$ cat src/rtl/pe_rst_pkg.sv
// Shared definitions for the TBI reset sequencer: state encodings,
// status-word bit positions and a small state classification helper.
package pe_rst_pkg;

    typedef enum logic [2:0] {
        ST_ASSERT    = 3'd0,
        ST_WAIT_LOCK = 3'd1,
        ST_REL_GLB   = 3'd2,
        ST_REL_TX    = 3'd3,
        ST_REL_RX    = 3'd4,
        ST_RUN       = 3'd5
    } seq_state_e;

    // Layout of the host-visible status word built from the sequencer outputs.
    localparam int STS_STATE_LSB = 0;
    localparam int STS_STATE_W   = 3;
    localparam int STS_BUSY_BIT  = 3;
    localparam int STS_ERR_BIT   = 4;
    localparam int STS_W         = 5;

    // States entered only after lock was qualified; losing lock here restarts the sequence.
    function automatic logic lock_watched(input seq_state_e st);
        case (st)
            ST_REL_GLB, ST_REL_TX, ST_REL_RX, ST_RUN: return 1'b1;
            default:                                  return 1'b0;
        endcase
    endfunction

endpackage

$ cat src/rtl/rst_seq_cnt.sv
// Loadable saturating up-counter with synchronous clear and a terminal-count
// compare against a run-time value. Clear has priority over load, load over count.
module rst_seq_cnt #(
    parameter int W = 11
) (
    input  logic         clk,
    input  logic         rst_n,
    input  logic         clr_i,
    input  logic         load_i,
    input  logic [W-1:0] load_val_i,
    input  logic         inc_i,
    input  logic [W-1:0] tc_val_i,
    output logic         tc_o
);

    logic [W-1:0] cnt_q;
    logic [W-1:0] cnt_d;

    // Next count: clear, load, saturating increment or hold.
    always_comb begin
        cnt_d = cnt_q;
        if (clr_i) begin
            cnt_d = {W{1'b0}};
        end else if (load_i) begin
            cnt_d = load_val_i;
        end else if (inc_i && (cnt_q != {W{1'b1}})) begin
            cnt_d = cnt_q + W'(1);
        end else begin
            cnt_d = cnt_q;
        end
    end

    // Count register, zero under asynchronous reset.
    always_ff @(posedge clk or negedge rst_n) begin
        if (!rst_n) begin
            cnt_q <= {W{1'b0}};
        end else begin
            cnt_q <= cnt_d;
        end
    end

    assign tc_o = (cnt_q == tc_val_i);

endmodule

$ cat src/rtl/tbi_reset_sequencer.sv
// Sequences the global, TX and RX reset requests of the TBI clock/reset
// generator: hold, qualify PLL lock, then release glb -> tx -> rx, waiting for
// each domain's synchronised acknowledge. Any fault reasserts all resets at once.
module tbi_reset_sequencer
    import pe_rst_pkg::*;
#(
    parameter int HOLD_CYC   = 16,
    parameter int LOCK_CYC   = 64,
    parameter int ACK_TO_CYC = 1024,
    parameter int CNT_W      = 11
) (
    input  logic       clk,
    input  logic       rst_n,
    input  logic       sw_rst_req,
    input  logic       div_mode_req,
    input  logic       pll_lock,
    input  logic       tx_rst_ack,
    input  logic       rx_rst_ack,
    output logic       glb_rst,
    output logic       tx_rst,
    output logic       rx_rst,
    output logic       div_mode,
    output logic       seq_busy,
    output logic       seq_done,
    output logic       seq_err,
    output logic [2:0] seq_state
);

    localparam logic [CNT_W-1:0] HOLD_TC = CNT_W'(HOLD_CYC - 1);
    localparam logic [CNT_W-1:0] LOCK_TC = CNT_W'(LOCK_CYC - 1);
    localparam logic [CNT_W-1:0] TO_TC   = CNT_W'(ACK_TO_CYC - 1);

    seq_state_e       state_q;
    seq_state_e       state_d;
    logic             glb_rst_q;
    logic             tx_rst_q;
    logic             rx_rst_q;
    logic             div_mode_q;
    logic             seq_busy_q;
    logic             seq_done_q;
    logic             seq_err_q;

    logic             main_clr_s;
    logic             main_inc_s;
    logic             main_tc_s;
    logic [CNT_W-1:0] main_tc_val_s;
    logic             to_clr_s;
    logic             to_inc_s;
    logic             to_tc_s;
    logic             err_set_s;
    logic             err_clr_s;

    // The shared counter times the hold in ASSERT and the lock qualification afterwards.
    assign main_tc_val_s = (state_q == ST_ASSERT) ? HOLD_TC : LOCK_TC;

    rst_seq_cnt #(.W(CNT_W)) u_main_cnt (
        .clk        (clk),
        .rst_n      (rst_n),
        .clr_i      (main_clr_s),
        .load_i     (1'b0),
        .load_val_i ({CNT_W{1'b0}}),
        .inc_i      (main_inc_s),
        .tc_val_i   (main_tc_val_s),
        .tc_o       (main_tc_s)
    );

    rst_seq_cnt #(.W(CNT_W)) u_to_cnt (
        .clk        (clk),
        .rst_n      (rst_n),
        .clr_i      (to_clr_s),
        .load_i     (1'b0),
        .load_val_i ({CNT_W{1'b0}}),
        .inc_i      (to_inc_s),
        .tc_val_i   (TO_TC),
        .tc_o       (to_tc_s)
    );

    // Next-state and counter control; soft reset beats lock loss beats normal flow.
    always_comb begin
        state_d    = state_q;
        main_clr_s = 1'b0;
        main_inc_s = 1'b0;
        to_clr_s   = 1'b0;
        to_inc_s   = 1'b0;
        err_set_s  = 1'b0;
        err_clr_s  = 1'b0;
        if (sw_rst_req) begin
            state_d    = ST_ASSERT;
            main_clr_s = 1'b1;
            to_clr_s   = 1'b1;
            err_clr_s  = 1'b1;
        end else if (!pll_lock && lock_watched(state_q)) begin
            state_d    = ST_ASSERT;
            main_clr_s = 1'b1;
            to_clr_s   = 1'b1;
        end else begin
            case (state_q)
                ST_ASSERT: begin
                    if (main_tc_s) begin
                        state_d    = ST_WAIT_LOCK;
                        main_clr_s = 1'b1;
                        to_clr_s   = 1'b1;
                    end else begin
                        main_inc_s = 1'b1;
                    end
                end
                ST_WAIT_LOCK: begin
                    if (pll_lock && main_tc_s) begin
                        state_d    = ST_REL_GLB;
                        main_clr_s = 1'b1;
                        to_clr_s   = 1'b1;
                    end else if (to_tc_s) begin
                        state_d    = ST_ASSERT;
                        main_clr_s = 1'b1;
                        to_clr_s   = 1'b1;
                        err_set_s  = 1'b1;
                    end else begin
                        to_inc_s   = 1'b1;
                        main_inc_s = pll_lock;
                        main_clr_s = !pll_lock;
                    end
                end
                ST_REL_GLB: begin
                    state_d  = ST_REL_TX;
                    to_clr_s = 1'b1;
                end
                ST_REL_TX: begin
                    if (!tx_rst_ack) begin
                        state_d  = ST_REL_RX;
                        to_clr_s = 1'b1;
                    end else if (to_tc_s) begin
                        state_d    = ST_ASSERT;
                        main_clr_s = 1'b1;
                        to_clr_s   = 1'b1;
                        err_set_s  = 1'b1;
                    end else begin
                        to_inc_s = 1'b1;
                    end
                end
                ST_REL_RX: begin
                    if (!rx_rst_ack) begin
                        state_d  = ST_RUN;
                        to_clr_s = 1'b1;
                    end else if (to_tc_s) begin
                        state_d    = ST_ASSERT;
                        main_clr_s = 1'b1;
                        to_clr_s   = 1'b1;
                        err_set_s  = 1'b1;
                    end else begin
                        to_inc_s = 1'b1;
                    end
                end
                ST_RUN: begin
                    state_d = ST_RUN;
                end
                default: begin
                    state_d    = ST_ASSERT;
                    main_clr_s = 1'b1;
                    to_clr_s   = 1'b1;
                end
            endcase
        end
    end

    // State and registered outputs; outputs are derived from the next state so they change with it.
    always_ff @(posedge clk or negedge rst_n) begin
        if (!rst_n) begin
            state_q    <= ST_ASSERT;
            glb_rst_q  <= 1'b1;
            tx_rst_q   <= 1'b1;
            rx_rst_q   <= 1'b1;
            div_mode_q <= 1'b0;
            seq_busy_q <= 1'b1;
            seq_done_q <= 1'b0;
            seq_err_q  <= 1'b0;
        end else begin
            state_q    <= state_d;
            glb_rst_q  <= (state_d == ST_ASSERT) || (state_d == ST_WAIT_LOCK);
            tx_rst_q   <= (state_d == ST_ASSERT) || (state_d == ST_WAIT_LOCK) ||
                          (state_d == ST_REL_GLB);
            rx_rst_q   <= (state_d != ST_REL_RX) && (state_d != ST_RUN);
            seq_busy_q <= (state_d != ST_RUN);
            seq_done_q <= (state_d == ST_RUN) && (state_q != ST_RUN);
            if (state_q == ST_ASSERT) begin
                div_mode_q <= div_mode_req;
            end else begin
                div_mode_q <= div_mode_q;
            end
            if (err_clr_s) begin
                seq_err_q <= 1'b0;
            end else if (err_set_s) begin
                seq_err_q <= 1'b1;
            end else begin
                seq_err_q <= seq_err_q;
            end
        end
    end

    assign glb_rst   = glb_rst_q;
    assign tx_rst    = tx_rst_q;
    assign rx_rst    = rx_rst_q;
    assign div_mode  = div_mode_q;
    assign seq_busy  = seq_busy_q;
    assign seq_done  = seq_done_q;
    assign seq_err   = seq_err_q;
    assign seq_state = state_q;

endmodule

$ cat config.mk
export PLATFORM = sky130hd
export DESIGN_NAME = tbi_reset_sequencer
export DESIGN_NICKNAME = d
export VERILOG_FILES = /design/src/rtl/pe_rst_pkg.sv /design/src/rtl/rst_seq_cnt.sv /design/src/rtl/tbi_reset_sequencer.sv
export SDC_FILE = /design/constraint.sdc
export NUM_CORES = 1
export LEC_CHECK = 0
export CORE_MARGIN = 2
export CORE_UTILIZATION = 40
export CTS_CLUSTER_SIZE = 28
export DETAILED_ROUTE_END_ITERATION = 8
export MAX_ROUTING_LAYER = met4
export PLACE_DENSITY = 0.65
export SYNTH_ARGS = -nofsm -noshare
export SYNTH_HDL_FRONTEND = slang
export SYNTH_HIERARCHICAL = 1
export SYNTH_SLANG_ARGS = --single-unit
$ cat constraint.sdc
create_clock -name clk -period 3.7 [get_ports clk]
set_input_delay 0.74 -clock clk [delete_from_list [all_inputs] [get_ports clk]]
set_output_delay 0.74 -clock clk [all_outputs]
set_load 0.02 [all_outputs]
* Word-level counts from Yosys, hierarchy flattened
Cells that the tools add are included.
** Word-level totals
- Flip-flop bits (word level) :: 32
- Bits of input ports :: 7
- Output and inout port bits :: 10
- Logic and storage cells :: 93
** Operators by class
- Add/subtract/negate cells :: 2
- Equal/unequal tests :: 15
- Multiplexer cells :: 50
- Reduce and logical (&&, ||, !) cells :: 16
** Operator list (number)
- $mux 11 :: 4
- $mux 1 :: 32
- $add 11x1->11 const B :: 2
- $ne 11x11->1 const B :: 2
- $mux 3 :: 7
- $pmux 3 s6 :: 1
- $eq 11x10->1 const B :: 1
- $eq 11x6->1 :: 1
- $pmux 1 s5 :: 2
- $eq 3x2->1 const B :: 3
- $eq 3x3->1 const B :: 3
- $ne 3x3->1 const B :: 3
- $eq 3x1->1 const B :: 2
- $logic_and 1x1->1 :: 6
- $logic_not 3->1 :: 2
- $mux 6 :: 1
- $pmux 1 s3 :: 2
- $reduce_bool 2->1 :: 3
- $reduce_or 4->1 :: 1
- $logic_or 1x1->1 :: 2
- $pmux 1 s2 :: 1
- $reduce_or 2->1 :: 1
- $logic_not 1->1 :: 1

* Logic depth before layout (Yosys ltp)
Gate-level depths: netlist of the first run.
- Depth in word-level cells :: 11
- Depth in mapped cells :: 14
- Mapped depth without buffers :: 13

* Modules after synthesis
Netlist of the first run, hierarchy kept.
** By module, submodules not included
- rst_seq_cnt at u_to_cnt :: times used 1, cells an instance 96, area an instance 878.3 um^2, seq. area each 275.3 um^2
- rst_seq_cnt at u_main_cnt :: times used 1, cells an instance 96, area an instance 852.1 um^2, seq. area each 275.3 um^2
- tbi_reset_sequencer :: times used 1, cells an instance 69, area an instance 655.6 um^2, seq. area each 255.2 um^2

* Worst setup path after synthesis of the first run
Ideal clock, no wire load.
- Kind :: register -> register
- Start point :: register state_q[1] (netlist: seq_state[1])
- End point :: register u_to_cnt.cnt_q[8]
- Library setup time :: 0.124 ns
- Data arrival time :: 2.683 ns
- Data required time :: 3.576 ns
- Setup slack :: 0.893 ns
- Cell stages (with the launch flop) :: 13
- Path buffers :: 2
- Period minus slack after synthesis :: 2.807 ns
- Path through :: dfrtp_1 -> buf_2 -> nor2_1 -> nand2_1 -> xnor2_1 -> nand3_1 -> nor3_1 -> o21ai_0 -> o311ai_0 -> nor2_1 -> and2_2 -> buf_6 -> a211o_1
** On the way
- Elaborated cells on any way between the ends :: 25
- Those cells by class :: eq/ne (6); mux (13); reduce/logical (6)
** RTL lines
- start: declaration :: line tbi_reset_sequencer.sv:33 : seq_state_e state_q;
- start signal: assignment :: line tbi_reset_sequencer.sv:177 : state_q <= state_d;
- $logic_not 3->1 (*) :: line tbi_reset_sequencer.sv:54 : assign main_tc_val_s = (state_q == ST_ASSERT) ? HOLD_TC : LOCK_TC;
- $mux 6 (*) :: line tbi_reset_sequencer.sv:54
- via main_tc_val_s[4] :: line tbi_reset_sequencer.sv:46 : logic [CNT_W-1:0] main_tc_val_s;
- $eq 11x6->1 (*) :: line rst_seq_cnt.sv:42 : assign tc_o = (cnt_q == tc_val_i);
- via main_tc_s :: line tbi_reset_sequencer.sv:45 : logic main_tc_s;
- $logic_and 1x1->1 :: line tbi_reset_sequencer.sv:108 : if (pll_lock && main_tc_s) begin
- $mux 1 :: line tbi_reset_sequencer.sv:108
- $pmux 1 s5 (*) :: line tbi_reset_sequencer.sv:97 : case (state_q)
- $mux 1 (*) :: line tbi_reset_sequencer.sv:92 : end else if (!pll_lock && lock_watched(state_q)) begin
- $mux 1 (*) :: line tbi_reset_sequencer.sv:87 : if (sw_rst_req) begin
- via to_clr_s :: line tbi_reset_sequencer.sv:47 : logic to_clr_s;
- $mux 11 or $reduce_bool 2->1 (tied branches)
- end signal: assignment :: line rst_seq_cnt.sv:36 : cnt_q <= {W{1'b0}};
- end signal: assignment :: line rst_seq_cnt.sv:38 : cnt_q <= cnt_d;
- end: declaration :: line rst_seq_cnt.sv:16 : logic [W-1:0] cnt_q;
The timed path passes the listed nets; every way through them passes the cells marked *. The select of a mux whose other input is x is not followed.
A chain may end at the register's enable or synchronous reset.

* Worst setup path in the final report of the first run
Ends and elaborated chain as after synthesis.

==> results of run 1 <==
layout by cell type (no fill, tap or decap), drive strengths merged, types with 2 or more instances in the layout:
cell type       n
nand2b          6
clkdlybuf4s50  16
o21a            2
nand3          15
conb           44
nor4bb          2
o21ai           5
inv             8
xor2            3
a32o            2
nor3            9
o311ai          4
xnor2          24
o211ai          5
nand4          13
dfrtp          28
o31ai          10
ha              2
a211oi          7
nor2b           4
nor2           17
dfstp           4
a22oi           2
and2b           2
clkbuf          7
a31oi           4
a311oi          3
a211o           2
and2            3
nor4            4
nand2          18
a21oi           7
buf             4
and3            6
report_power, final:
group / total, µW / internal (µW) / switching, µW / leakage (µW)
clock network: 370 / 238 / 133 / 0.0000645
registers: 414 / 372 / 41.8 / 0.000409
logic: 140 / 66.6 / 73.2 / 0.000624
state kept, by name, summed over array words and instances, names as in the netlist:
| signal | flops |
|---|---|
| seq_err | 1 |
| seq_busy | 1 |
| u_main_cnt/cnt_q | 11 |
| div_mode | 1 |
| rx_rst | 1 |
| glb_rst | 1 |
| seq_state | 3 |
| tx_rst | 1 |
| u_to_cnt/cnt_q | 11 |
| seq_done | 1 |
worst max-delay path by stage:
stage | end | start | slack [ps]
global route | u_to_cnt/cnt_q[8] | seq_state[1] | 180
floorplan | u_to_cnt/cnt_q[8] | seq_state[1] | 890
CTS | u_to_cnt/cnt_q[8] | seq_state[1] | 600
finish | u_to_cnt/cnt_q[8] | seq_state[1] | 600
detailed placement | u_to_cnt/cnt_q[8] | seq_state[2] | 600
global placement | u_main_cnt/cnt_q[6] | pll_lock | 700
cell type report:
cell class | count | area share, %
inverters | 9 | 1.19
clock buffers | 7 | 3.39
well taps | 75 | 3.31
flip-flops and latches | 32 | 28.4
repair buffers | 20 | 6.70
multi-input cells | 246 | 56.0
clock inverters | 1 | 1.06
layer usage:
layer	vias up	GRT usage (%)
met2	66	28.7
met5	-	-
met3	8	3.00
li1	1041	-
met1	990	22.5
met4	0	8.81
cells by family after synthesis:
kind of cell	after synthesis	share of synthesized area [%]
muxes	2	0.891
buffers and inverters	25	6.24
xor gates and xnor gates	27	9.91
other	2	0.315
AOI/OAI and AO/OA	64	22.5
adders and majority gates	2	1.05
and+or+nand+nor	107	25.3
DFF	32	33.8
critical path, delay by kind of cell (launching register included):
family	cells	cell delay [ps]
xor gates and xnor gates	1	170
AOI/OAI and AO/OA	3	760
and+or+nand+nor	6	1540
DFF	1	510
stage by stage:
stage | instance area [µm²] | hold WS (ps) | utilization (%) | worst slack (ps) | power, µW
global placement | 2710 | 488 | 46.4 | 698 | 554
finish | 2840 | 497 | 48.5 | 599 | 924
floorplan | 2540 | 444 | - | 893 | 520
CTS | 2840 | 502 | 48.5 | 604 | 934
detailed placement | 2710 | 486 | 46.4 | 602 | 557
global route | 2840 | 519 | 48.5 | 176 | 974
==> flow_metrics.py, run 1 <==
metrics = {
    "min_path": {
        "holdCritPathClass": "register to register",
        "min_path_cells": 1,
        "hp-start": "seq_err",
        "hold_end": "seq_err",
    },
    "setup_path": {
        "crit_top_cell": "nor2_1",
        "path_cells": "nor2_1, nand2_1, xnor2_1, nand3_1, nor3_1, o21ai_0, o311ai_1, nor2_1, and2_2, a211o_1",
        "crit_path_max_fanout": 12,
        "cpPeakStageDelay_ps": 510,
        "crit_arrival_ps": 3270,
        "critPathRequiredTime_ps": 3870,
        "r2r-end": "u_to_cnt/cnt_q[8]",
        "crit_type": "register to register",
        "start_kind": "register",
        "rr_worst_depth": 10,
        "end_kind": "register",
        "cp_slowest_cell": "dfrtp_1",
        "r2r_setup_slack_ps": 600,
        "r2r-start": "seq_state[1]",
    },
    "cells_and_area": {
        "antenna_cells": 0,
        "regArea_um2": 806,
        "fill_cells": 553,
        "area_delta_synth_final_pct": 19.0,
        "nNetsFinal": 323,
        "multi_input_area_um2": 1590,
        "stdcell_count": 390,
        "drive_above_1_share_pct": 9.52,
    },
    "die": {
        "num_rows": 28,
        "fp.coreArea_um2": 5850,
        "start_util_pct": 40.8,
        "io_pins": 17,
        "die_h_um": 81.2,
        "die_area_um2": 6600,
        "die_w_um": 81.2,
    },
    "place": {
        "dp.cells": 382,
        "dp_hpwl_um": 3770,
        "gp_congestion": 0.891,
        "port_buffers": 16,
    },
    "cts": {
        "cts_tree": "built",
        "cts.sinks": 32,
        "cts_root_buffer": "clkbuf_8",
        "cts.clk_slew.worst_paths_ps": 70,
        "clk_latency_ps": 280,
        "htreeDepth": 2,
        "numCtsBuffers": 5,
        "ctsResizeCount": 0,
        "cts_hold_buf": 0,
        "cts_buffer_depth": 2,
        "postCtsSetupBuffers": 0,
    },
    "drt": {
        "routed_wl_um": 5180,
        "wl_met3_um": 241,
        "vias_per_cell": 5.40,
        "routed.top_layer": "met4",
        "vias": 2105,
        "wl_met1_um": 2440,
        "ant_nets": 0,
        "avgRoutedWirePerCell_um": 13.3,
        "drc": 0,
        "drt_iter0_drc": 190,
        "met2_wirelength_um": 2420,
        "dr.pass1.iters": 4,
    },
    "timing": {
        "drv_slew": 0,
        "maxSlewHeadroom_pct": 51.9,
        "fin_tns_setup_ps": 0,
        "worstMarginPinSlew_ps": 719,
        "worst_clock_skew_ps": 9.02,
        "setup_violations": 0,
        "max_freq_mhz": 322,
        "rsz0062_at_grt": "no",
        "hold_viol": 0,
        "fin_crit_sh_pct": 83.8,
        "period_minus_slack_ps": 3100,
    },
    "global_route": {
        "grt_usage_pct": 18.1,
        "grt-ovfl-total": 0,
        "grt_pass1_vias": 1986,
        "grt_antenna_before_repair": 0,
        "grt_pass1_wl_um": 9060,
        "grt_max_degree": 33,
    },
    "synth": {
        "synth_cell_types": 67,
        "ys_seq_elements": 32,
        "syn_area_um2": 2390,
        "synth_ff_type": "dfrtp_1",
        "syn-instance-count": 261,
        "synth_area_leaders": "dfrtp_1 29%, xnor2_1 8.8%, dfstp_2 4.4%",
        "seq_area_frac_synth_pct": 33.8,
        "synth_top_cells_by_count": "28 x dfrtp_1, 24 x xnor2_1, 17 x nand2_1, 17 x nor2_1, 14 x nand3_1",
        "ys_async_sr_fraction_pct": 100,
        "synth_edf_count": 0,
        "synthMostInstantiatedCell": "dfrtp_1",
        "synth_top_area_share_pct": 29.4,
        "postSynthAreaPerCell_um2": 9.14,
        "yosysTopAreaCell": "dfrtp_1",
        "ys_warn_count": 6,
    },
    "outcome": {
        "status": "finished clean",
    },
    "pwr": {
        "power_density_nw_per_um2": 325,
        "vdd_drop_max_mv": 0.142,
        "power.leakage_uw": 0.00110,
    },
    "run": {
        "max_cap_violations": 0,
    },
}
Note: power is estimated with default switching activity, not from simulation.
==> run 2, diff against run 1 <==
PLACE_DENSITY = 0.67   (was 0.65)
clock period = 2.75 ns   (was 3.7 ns; I/O delays follow)
==> run 2 against run 1 <==
  * Global-route usage is 0.47 points higher
  * Die area stayed put
  * Non-clock buffer count is 11 higher
  * Clock power is 2% higher
  * Critical path depth stayed put
  * Final cell count is 2.8% higher
  * Wire length is 4.9% higher
  * Clock skew is 0.93 ps lower
  * First-iteration DRC count is 31% lower
==> flow_metrics.py, run 2 (synthesized netlist as in run 1, its figures left out) <==
metrics = {
    "outcome": {
        "status": "finished clean",
    },
    "pwr": {
        "internal_power_uw": 803,
        "power.leakage_uw": 0.00115,
        "p_sw_share_pct": 29.3,
        "vdd_drop_max_mv": 0.173,
        "power_density_nw_per_um2": 392,
        "power.switching_uw": 333,
        "pwr-share-comb_pct": 18.5,
        "clkPwrFrac_pct": 33.1,
        "seq_power_share_pct": 48.4,
    },
    "timing": {
        "rsz0062_at_grt": "no",
        "fin_tns_setup_ps": 0,
        "setup_ws_ps": 214,
        "drv_slew": 0,
        "period_minus_slack_ps": 2540,
        "hold_viol": 0,
        "fin_crit_sh_pct": 92.2,
        "worst_clock_skew_ps": 8.09,
        "setup_violations": 0,
        "max_freq_mhz": 394,
    },
    "global_route": {
        "grt_max_degree": 33,
        "grt_antenna_before_repair": 0,
        "grt_usage_pct": 18.6,
        "grt_pass1_vias": 1982,
        "grt_pass1_wl_um": 9250,
        "grt-ovfl-total": 0,
    },
    "die": {
        "start_util_pct": 40.8,
        "die_h_um": 81.2,
        "num_rows": 28,
        "fp.coreArea_um2": 5850,
        "die_w_um": 81.2,
        "die_area_um2": 6600,
        "io_pins": 17,
    },
    "setup_path": {
        "cpPeakStageDelay_ps": 380,
        "crit_family": "simple AND/OR/NAND/NOR gates",
        "end_kind": "register",
        "crit_path_max_fanout": 10,
        "start_kind": "register",
        "critPathRequiredTime_ps": 2910,
        "cp_slowest_cell": "dfrtp_1",
        "crit_type": "register to register",
        "crit_arrival_ps": 2690,
        "worst-path-buf-inv": 0,
        "path_cells": "nor2_1, nand2_1, xnor2_1, nand3_1, nor3_4, o21ai_0, o311ai_1, nor2_1, and2_2, a211o_1",
        "crit_top_cell": "nor2_1",
    },
    "place": {
        "dp_hpwl_um": 3920,
        "port_buffers": 16,
        "place_area_um2": 2800,
        "place_ws_ps": 140,
        "gp_congestion": 0.861,
    },
    "cts": {
        "numCtsBuffers": 5,
        "cts_root_buffer": "clkbuf_8",
        "cts_tree": "built",
        "htreeDepth": 2,
        "clk_latency_ps": 280,
        "cts.clk_slew.worst_paths_ps": 70,
        "cts.sinks": 32,
        "cts_buffer_depth": 2,
    },
    "drt": {
        "routed_wl_um": 5430,
        "drc": 0,
        "vias_per_cell": 5.24,
        "vias": 2103,
        "ant_nets": 0,
        "avgRoutedWirePerCell_um": 13.5,
        "dr.pass1.iters": 4,
        "drt_iter0_drc": 131,
    },
    "cells_and_area": {
        "area_delta_synth_final_pct": 21.4,
        "antenna_cells": 0,
        "drive_above_1_share_pct": 12.3,
        "multi_input_area_um2": 1600,
        "fill_cells": 560,
        "final_cell_area_um2": 2900,
        "final_util_pct": 49.5,
        "final_common_cell": "conb_1",
        "regArea_um2": 806,
        "final_cell_mix": "44 x conb_1, 28 x dfrtp_1, 24 x xnor2_1, 17 x nor2_1, 17 x nand2_1",
        "nNetsFinal": 334,
    },
    "run": {
        "max_cap_violations": 0,
    },
    "min_path": {
        "holdCritPathClass": "register to register",
    },
}
## run 2: cell types whose count changed in the layout (fill, tap and decap cells not counted), sizes merged
cell    before  now
bufinv       1    0
buf          4   15
clkbuf       7    8
## run 2: power by group through the flow
stage | clock network [µW] | logic, µW | registers, µW
finish | 376 | 210 | 550
global route | 409 | 238 | 554
CTS | 387 | 205 | 549
detailed placement | 0 | 204 | 557
global placement | 0 | 200 | 556
floorplan | 0 | 157 | 543
## run 2: area by class of cell
type                    count  share of cell area (%)
multi-input cells         246                    55.2
flip-flops and latches     32                    27.8
repair buffers             31                    9.42
well taps                  75                    3.24
clock buffers               8                    3.11
inverters                   9                    1.17
## run 2: metal layers
metal | track usage (%) | part of all wire (%)
met1 | 23.6 | 47
met2 | 30.2 | 49
met3 | 3.67 | 3.2
met4 | 5.08 | 0.72
met5 | - | 0
## run 2: per-stage QoR
stage	hold slack, ps	cells	total power (µW)
final	515	401	1140
after global routing	535	401	1200
after CTS	517	401	1140
after detailed placement	501	393	761
after global placement	496	393	756
after floorplan	254	303	700
## run 2: path summary, 6_finish.rpt
kind	startpoint	end	slack, ps	cells after the start
worst min register to register	div_mode	div_mode	510	1
worst min-delay path	div_mode	div_mode	510	1
max in group asynchronous	rst_n	seq_busy	1740	2
min in group asynchronous	rst_n	u_main_cnt/cnt_q[5]	680	2
worst max-delay path	seq_state[1]	u_to_cnt/cnt_q[8]	210	10
worst max register to register	seq_state[1]	u_to_cnt/cnt_q[8]	210	10
## run 2: timing repair
item                                    4_1_cts  5_1_grt
resized for setup                             0        1
setup buffers                                 0        0
hold buffers                                  0        0
endpoints found under the setup margin        0        4
==> run 3, diff against run 2 <==
CORE_UTILIZATION = 53   (was 40)
PLACE_DENSITY = 0.83   (was 0.67)
==> run 3 against run 2 <==
  * Combinational power about the same
  * Clock power decreased by 11%
  * Non-clock buffer count increased by 2
  * Core utilization increased by 17 points
  * Highest routed layer unchanged
  * Critical path depth increased by 1
  * Critical endpoint is now u_main_cnt/cnt_q[6]
  * Hold slack got worse by 12 ps
  * Via count increased by 0.14%
  * First-iteration DRC count increased by 92%
==> flow_metrics.py, run 3 (synthesized netlist as in run 1, its figures left out) <==
metrics = {
    "outcome": {
        "status": "finished clean",
    },
    "die": {
        "die_h_um": 71.1,
        "die_w_um": 71.1,
        "start_util_pct": 54.8,
        "fp.coreArea_um2": 4350,
        "die_area_um2": 5050,
        "num_rows": 24,
        "io_pins": 17,
    },
    "timing": {
        "drv_slew": 0,
        "fin_crit_sh_pct": 92.1,
        "fin_tns_setup_ps": 0,
        "rsz0062_at_grt": "no",
        "setup_ws_ps": 218,
        "max_freq_mhz": 395,
        "worst_clock_skew_ps": 6.27,
        "setup_violations": 0,
        "period_minus_slack_ps": 2530,
        "hold_viol": 0,
    },
    "cts": {
        "cts.sinks": 32,
        "clk_latency_ps": 280,
        "cts_root_buffer": "clkbuf_8",
        "cts.clk_slew.worst_paths_ps": 70,
        "cts_tree": "built",
        "cts_hold_buf": 0,
        "cts_buffer_depth": 2,
        "htreeDepth": 2,
        "numCtsBuffers": 5,
    },
    "global_route": {
        "top_usage_layer": "met2",
        "grt_pass1_vias": 1978,
        "grt_max_degree": 33,
        "grt_use_met2_pct": 34.7,
        "grt_antenna_before_repair": 0,
        "use_met1_pct": 29.5,
        "grt_pass1_wl_um": 8900,
        "grt_use_met3_pct": 4.13,
        "grt-ovfl-total": 0,
        "grt_usage_pct": 22.4,
    },
    "place": {
        "dp_hpwl_um": 3720,
        "place_ws_ps": 66.1,
        "port_buffers": 16,
        "dp.cells": 372,
        "gp_congestion": 0.930,
    },
    "drt": {
        "vias": 2106,
        "vias_per_cell": 5.56,
        "avgRoutedWirePerCell_um": 13.2,
        "routed_wl_um": 5000,
        "drt_iter0_drc": 251,
        "drc": 0,
        "ant_nets": 0,
        "dr.pass1.iters": 4,
    },
    "setup_path": {
        "cpPeakStageDelay_ps": 460,
        "crit_path_max_fanout": 5,
        "startpoint": "u_to_cnt/cnt_q[3]",
        "critPathRequiredTime_ps": 2930,
        "crit_type": "register to register",
        "crit_arrival_ps": 2710,
        "rr_worst_depth": 11,
        "r2r-start": "u_to_cnt/cnt_q[3]",
        "cp_slowest_cell": "dfrtp_1",
        "start_kind": "register",
        "end_kind": "register",
        "path_cells": "xnor2_1, nand4_1, nor3_1, buf_4, nand2b_1, a21oi_1, and3_1, inv_1, a31o_4, or3_1, a311oi_1",
    },
    "run": {
        "max_cap_violations": 0,
    },
    "cells_and_area": {
        "nNetsFinal": 336,
        "drive_above_1_share_pct": 13.1,
        "area_delta_synth_final_pct": 20.6,
        "antenna_cells": 0,
        "final_cell_mix": "44 x conb_1, 28 x dfrtp_1, 24 x xnor2_1",
        "stdcell_count": 379,
        "final_common_cell": "conb_1",
    },
    "pwr": {
        "power_density_nw_per_um2": 379,
        "vdd_drop_max_mv": 0.237,
        "power.leakage_uw": 0.00115,
    },
    "min_path": {
        "min_path_cells": 1,
        "hp-start": "seq_err",
        "holdCritPathClass": "register to register",
    },
}
run 3: path summary, 6_finish.rpt:
path / slack [ps] / endpoint
max in group asynchronous: 1720 / rx_rst
max reg2reg: 220 / u_main_cnt/cnt_q[6]
min: 500 / seq_err
min in group asynchronous: 700 / u_to_cnt/cnt_q[9]
max: 220 / u_main_cnt/cnt_q[6]
min reg2reg: 500 / seq_err
run 3: repair_timing:
item / CTS / global route
buffers inserted: 0 / 0
setup endpoints to repair: 0 / 6
resized for setup: 0 / 2
run 3: layer usage:
layer  vias up  wire [µm]
li1       1061          -
met1       971       2340
met2        66       2350
met3         8        230
met4         0         82
met5         -          0
run 3: cell type report:
class / instances / area, µm²
Inverter: 9 / 33.8
Clock inverter: 1 / 5.00
Multi-Input combinational cell: 246 / 1610
Fill cell: 372 / 1480
Tap cell: 52 / 65.1
Clock buffer: 6 / 72.6
Sequential cell: 32 / 806
Timing Repair Buffer: 33 / 288
run 3: per-stage QoR:
step,utilization (%),power [µW],hold WS (ps),instance area (µm²)
after floorplan,-,700,254,2550
final,66.1,1090,503,2880
after global placement,64.0,754,499,2790
after detailed placement,64.0,760,490,2790
after global routing,66.1,1160,532,2880
after CTS,65.8,1100,505,2860
run 3: critical path, delay by kind of cell (launching register included):
kind | cells | cell delay, ps
DFF | 1 | 460
AOI/OAI and AO/OA | 3 | 700
xor gates and xnor gates | 1 | 160
buffers and inverters | 2 | 230
and+or+nand+nor | 5 | 880
run 3: power breakdown:
part	leakage [µW]	internal, µW	switching [µW]	total (µW)
clock	0.0000410	172	163	335
combinational	0.000703	99.2	108	207
sequential	0.000409	501	49.3	550
